--- src/rtl/torus_ring_channel.sv ---
// -----------------------------------------------------------------------------
// torus_ring_channel
//
// One dimension of a torus: NUM_NODES routers on a unidirectional ring. Node i
// drives link i. Link i is LINK_DELAY register stages long and ends at node
// (i+1) mod NUM_NODES. The last node wraps back to node 0. Each node has a
// small injection FIFO and a registered ejection port.
//
// Transport inside the ring is bufferless. A flit that arrives at a node and is
// not addressed to it is forwarded into the next link in the same cycle. That
// in-transit flit always wins the outgoing slot over local injection.
//
// Handshake: a node-i injection is accepted when the offered flit has its
// valid bit (FLIT_SIZE-1) set and inject_ready[i] is high. The flit is written
// into FIFO i on that clock edge. There is no valid/ready on the ejection side.
// eject_flit simply shows a delivered flit for exactly one cycle and is
// all-zero otherwise.
//
// Ports
//   clk, rst      : single clock; synchronous, active-high reset
//   inject_flit   : node i slice [i*FLIT_SIZE +: FLIT_SIZE]
//   inject_ready  : bit i high when FIFO i can take a flit this cycle
//   eject_flit    : registered delivered flit per node, zero when idle
//   drop_count    : saturating count of flits with out-of-range destination
//   ring_busy     : any link stage or FIFO holds a valid flit
// -----------------------------------------------------------------------------
module torus_ring_channel #(
  parameter int NUM_NODES  = 4,
  parameter int LG_NODES   = 2,
  parameter int FLIT_SIZE  = 82,
  parameter int DST_LSB    = 0,
  parameter int LINK_DELAY = 1,
  parameter int INJ_DEPTH  = 4
) (
  input  logic                           clk,
  input  logic                           rst,
  input  logic [NUM_NODES*FLIT_SIZE-1:0] inject_flit,
  output logic [NUM_NODES-1:0]           inject_ready,
  output logic [NUM_NODES*FLIT_SIZE-1:0] eject_flit,
  output logic [7:0]                     drop_count,
  output logic                           ring_busy
);

  localparam int VB = FLIT_SIZE - 1;
  localparam int AW = $clog2(INJ_DEPTH);
  localparam logic [AW:0]       CNT_FULL = (AW+1)'(INJ_DEPTH);
  localparam logic [LG_NODES:0] NODES_W  = (LG_NODES+1)'(NUM_NODES);

  // Injection FIFOs. Only the pointers and counts are reset; memory contents
  // are meaningless while the count is zero.
  logic [FLIT_SIZE-1:0]               fifo_mem_q [NUM_NODES][INJ_DEPTH];
  logic [NUM_NODES-1:0][AW-1:0]       rd_ptr_q, rd_ptr_d;
  logic [NUM_NODES-1:0][AW-1:0]       wr_ptr_q, wr_ptr_d;
  logic [NUM_NODES-1:0][AW:0]         cnt_q, cnt_d;

  // Link pipelines. link_q[i][LINK_DELAY-1] is the arrival at node i+1.
  logic [NUM_NODES-1:0][LINK_DELAY-1:0][FLIT_SIZE-1:0] link_q, link_d;

  logic [NUM_NODES-1:0][FLIT_SIZE-1:0] eject_q, eject_d;
  logic [7:0]                          drop_q, drop_d;

  // Per-node routing signals
  logic [NUM_NODES-1:0][FLIT_SIZE-1:0] arr_flit, head_flit, link_in;
  logic [NUM_NODES-1:0][LG_NODES-1:0]  arr_dst, head_dst;
  logic [NUM_NODES-1:0]                head_v, full, push, pop, drop_vec;
  logic                                link_any;
  logic [8:0]                          drop_sum;

  for (genvar g = 0; g < NUM_NODES; g++) begin : g_node
    localparam int PREV = (g == 0) ? NUM_NODES - 1 : g - 1;
    localparam logic [LG_NODES-1:0] SELF = LG_NODES'(g);

    logic arr_here, arr_pass, head_oob, head_here;

    assign arr_flit[g]  = link_q[PREV][LINK_DELAY-1];
    assign head_flit[g] = fifo_mem_q[g][rd_ptr_q[g]];
    assign arr_dst[g]   = arr_flit[g][DST_LSB +: LG_NODES];
    assign head_dst[g]  = head_flit[g][DST_LSB +: LG_NODES];

    assign full[g]         = (cnt_q[g] == CNT_FULL);
    assign head_v[g]       = (cnt_q[g] != '0);
    assign inject_ready[g] = ~rst & ~full[g];
    assign push[g]         = inject_flit[g*FLIT_SIZE + VB] & inject_ready[g];

    assign arr_here  = arr_flit[g][VB] && (arr_dst[g] == SELF);
    assign arr_pass  = arr_flit[g][VB] && (arr_dst[g] != SELF);
    assign head_oob  = ({1'b0, head_dst[g]} >= NODES_W);
    assign head_here = (head_dst[g] == SELF);

    // The head leaves whenever the outgoing slot is free. The one exception
    // is a self-addressed head: it must wait while the eject register is
    // taken by an arrival.
    assign pop[g]      = head_v[g] & ~arr_pass & (head_oob | ~head_here | ~arr_here);
    assign drop_vec[g] = pop[g] & head_oob;

    assign eject_d[g] = arr_here                         ? arr_flit[g]  :
                        (pop[g] & head_here & ~head_oob) ? head_flit[g] : '0;
    assign link_in[g] = arr_pass                         ? arr_flit[g]  :
                        (pop[g] & ~head_here & ~head_oob) ? head_flit[g] : '0;

    assign rd_ptr_d[g] = rd_ptr_q[g] + AW'(pop[g]);
    assign wr_ptr_d[g] = wr_ptr_q[g] + AW'(push[g]);
    assign cnt_d[g]    = cnt_q[g] + (AW+1)'(push[g]) - (AW+1)'(pop[g]);

    // Outputs read as idle throughout reset, including the first reset cycle
    // before the registers have cleared.
    assign eject_flit[g*FLIT_SIZE +: FLIT_SIZE] = rst ? '0 : eject_q[g];
  end

  always_comb begin
    link_d   = '0;
    link_any = 1'b0;
    for (int i = 0; i < NUM_NODES; i++) begin
      link_d[i][0] = link_in[i];
      for (int s = 1; s < LINK_DELAY; s++) begin
        link_d[i][s] = link_q[i][s-1];
      end
      for (int s = 0; s < LINK_DELAY; s++) begin
        link_any = link_any | link_q[i][s][VB];
      end
    end
  end

  // Several nodes may drop in the same cycle, so add the whole count and clamp.
  always_comb begin
    drop_sum = {1'b0, drop_q} + 9'($countones(drop_vec));
    drop_d   = (drop_sum > 9'd255) ? 8'hFF : drop_sum[7:0];
  end

  always_ff @(posedge clk) begin
    if (rst) begin
      cnt_q    <= '0;
      rd_ptr_q <= '0;
      wr_ptr_q <= '0;
      link_q   <= '0;
      eject_q  <= '0;
      drop_q   <= '0;
    end else begin
      cnt_q    <= cnt_d;
      rd_ptr_q <= rd_ptr_d;
      wr_ptr_q <= wr_ptr_d;
      link_q   <= link_d;
      eject_q  <= eject_d;
      drop_q   <= drop_d;
    end
  end

  always_ff @(posedge clk) begin
    for (int i = 0; i < NUM_NODES; i++) begin
      if (push[i]) begin
        fifo_mem_q[i][wr_ptr_q[i]] <= inject_flit[i*FLIT_SIZE +: FLIT_SIZE];
      end
    end
  end

  assign drop_count = rst ? 8'd0 : drop_q;
  assign ring_busy  = ~rst & (link_any | (|head_v));

endmodule

--- config.mk ---
export PLATFORM = sky130hd
export DESIGN_NAME = torus_ring_channel
export DESIGN_NICKNAME = d
export VERILOG_FILES = /design/src/rtl/torus_ring_channel.sv
export SDC_FILE = /design/constraint.sdc
export NUM_CORES = 2
export LEC_CHECK = 0
export CORE_MARGIN = 1.5
export CORE_UTILIZATION = 50
export CTS_CLUSTER_SIZE = 25
export DETAILED_ROUTE_END_ITERATION = 10
export GPL_TIMING_DRIVEN = 0
export PLACE_DENSITY = 0.74
export SKIP_LAST_GASP = 1
export SLEW_MARGIN = 20
export SYNTH_ARGS = -nofsm -noshare
export SYNTH_HDL_FRONTEND = slang
export SYNTH_SLANG_ARGS = --single-unit
--- constraint.sdc ---
create_clock -name clk -period 9.5 [get_ports clk]
set_clock_uncertainty 0.1 [all_clocks]
set_input_delay 1.9 -clock clk [delete_from_list [all_inputs] [get_ports clk]]
set_output_delay 1.9 -clock clk [all_outputs]
set_load 0.05 [all_outputs]
==> reports/results.tsv <==
metric	value	unit
first-pass GRT wire length	314	mm
Max Cap Viol	0	
clk root buf	clkbuf_16	
fin. max-slew vios	0	
WP data arrival	6100	ps
post-route cell area	0.0891	sq mm
clock share of power	0.307	
clock transition at the registers of the reported paths	60	ps
Synth-to-Final Area Change	24.2	%
Buffers on Ports	662	
Die H	382	microns
RD Place Congestion	0.965	
CP Launch Type	primary input	
Top FF cell, synth	edfxtp_1	
Worst Path Required	7500	ps
dpl ws	1510	ps
Final period util	0.853	
FF+latch count, synth	1996	
hpwl dp	170	mm
sequential share of power	0.422	
Cell Area, Placed	0.0824	sq mm
Routed WL	228	mm
Min-Delay Path Class	reg -> reg	
Slew HR	0.188	
NumNets Final	5422	
Yosys warning total	0	
Fillers	10094	
Final ANT Viol Nets	0	
RSZ-0062 raised after global routing	no	
PnR worst setup slack	1400	ps
crit path kind	in -> out	
Max VDD drop	180	uV
Initial DRT Pass Iterations	6	
CTS Hold Buffers Added	0	
most frequent cells in the layout	1312 x edfxtp_1, 684 x dfxtp_1, 662 x clkdlybuf4s50_1	
largest cells by area after synthesis	edfxtp_1 55%, dfxtp_1 19%, mux4_2 10%, a22o_1 3.9%, nor2b_1 3.0%	
largest net degree at the start of global routing	51	
outcome	finished, final reports clean	
GRT Total Usage	0.310	
fin util	0.628	
Mapped Area	0.0718	sq mm
# clock sinks	1996	
Int Pwr	17.4	mW
Core ar.	0.142	sq mm
P per Cell Area	288	mW/mm^2
synth unique cells	51	
P_leak	29.9	nW
crit path max fanout	10	
Psw	8.23	mW
initial antenna violation count	73	
asr flop ratio synth	0	
vias in the first global route	42564	
share of cells above drive strength 1	0.163	
most common cell after layout, fill and taps aside	edfxtp_1	
Highest Clock Rate	123	MHz
wire per inst	31.9	microns
combinational share of power	0.271	
postcts setup bufs	0	
num ports	671	
Synth top area share	0.549	
area of the multi-input gates	0.0174	sq mm
row count	138	
Syn Inst Count	4104	
DRC viols	0	
CTS resizes	0	
initial DRC count	5064	
die width	382	microns
GRT overflow	0	
Fin Hold WS	369	ps
sequential fraction of the synthesis area	0.740	
Worst Max-Slew Pin Slew	1220	ps
Via Count	43271	
CTS tree	built	
Clock Latency Late Sink	820	ps
Net Sw Frac	0.321	
Fin. Hold Viols	0	
min cycle time layout	8100	ps
Avg Synthesized Cell Area	17.5	sq um
Reg area	0.0531	sq mm
Setup TNS	0	ps
Post-synth EDFFs	1312	
maximum buffer depth of the clock tree	3	
CP endpoint kind	output pin	
CTS Buf Count	196	
CTS H-tree lvls	4	
largest area contributor in the synthesized netlist	edfxtp_1	
Final Setup Violations	0	
vias per cell	6.03	
Initial Util	0.506	
die area	0.146	sq mm
==> Yosys cell counts (all sizes together), types with 2 or more instances <==
cell       n
a211oi     2
a21o       3
a21oi     18
a22o     317
a22oi    240
a32oi     79
and3       6
and4b      2
buf      102
clkbuf   203
dfxtp    684
edfxtp  1312
fa         4
ha        14
inv       15
mux4     328
nand2     11
nand2b     2
nand3      7
nor2     348
nor2b    344
nor3      13
nor3b      8
nor4       2
o21a       3
o21ai      3
or3        3
xnor2     15
xor2       2
==> critical path: stages <==
cell and delay [ps]:
clkdlybuf4s50_1 510, buf_2 350, clkbuf_1 480, clkbuf_2 730
clkbuf_1 920, nor2b_1 380, clkdlybuf4s50_1 810
==> power groups by stage <==
stage / Sequential [mW] / Combinational (mW) / Clock [mW]
2_1_floorplan: 10.8 / 4.22 / 0
3_3_place_gp: 11.0 / 6.70 / 0
3_5_place_dp: 11.0 / 6.88 / 0
4_1_cts: 10.8 / 6.92 / 7.91
5_1_grt: 10.9 / 7.24 / 8.24
6_report: 10.8 / 6.94 / 7.87
==> through the flow <==
| stage | power, mW | cells |
|---|---|---|
| after floorplan | 15.0 | 4115 |
| after global placement | 17.7 | 6667 |
| after detailed placement | 17.8 | 6765 |
| after CTS | 25.6 | 7139 |
| after global routing | 26.4 | 7151 |
| final | 25.6 | 7173 |
==> final timing paths <==
check	startpoint	endpoint	slack, ps	depth (start not counted)
worst max-delay path	rst	eject_flit[80]	1400	7
worst min-delay path	arr_flit[290]	eject_q[290]	370	1
worst max register to register	rd_ptr_q[0]	cnt_q[2]	5480	12
worst min register to register	arr_flit[290]	eject_q[290]	370	1
==> area by class of cell <==
cell class,count,area share
multi-input cells,1799,0.196
well taps,1890,0.0265
inverters,15,0.000688
clock inverters,87,0.0107
repair buffers,761,0.0904
flip-flops and latches,1996,0.596
plain buffers,305,0.0155
clock buffers,287,0.0636
diodes,33,0.000927
==> kinds of logic after synthesis <==
kind of cell | after synthesis | share of synthesized area
flops | 1996 | 0.740
other cells | 1 | 0.0000523
simple gates | 751 | 0.0535
buf+inv | 320 | 0.0198
xor+xnor | 17 | 0.00208
compound gates | 673 | 0.0782
fa+ha+maj | 18 | 0.00356
mux | 328 | 0.103
==> layer usage <==
metal	routed length [microns]	track usage	up-vias
met3	25200	0.0920	494
met5	451	0	-
li1	-	-	18055
met1	80600	0.383	22076
met2	112000	0.506	2570
met4	10500	0.139	76
==> sequential cells by signal, summed over array words and instances, names as in the netlist <==
signal      flops
rd_ptr_q        8
eject_q       328
arr_flit      320
wr_ptr_q        8
arr_dst         8
fifo_mem_q   1312
cnt_q          12
Power figures use the tool's default switching activity.
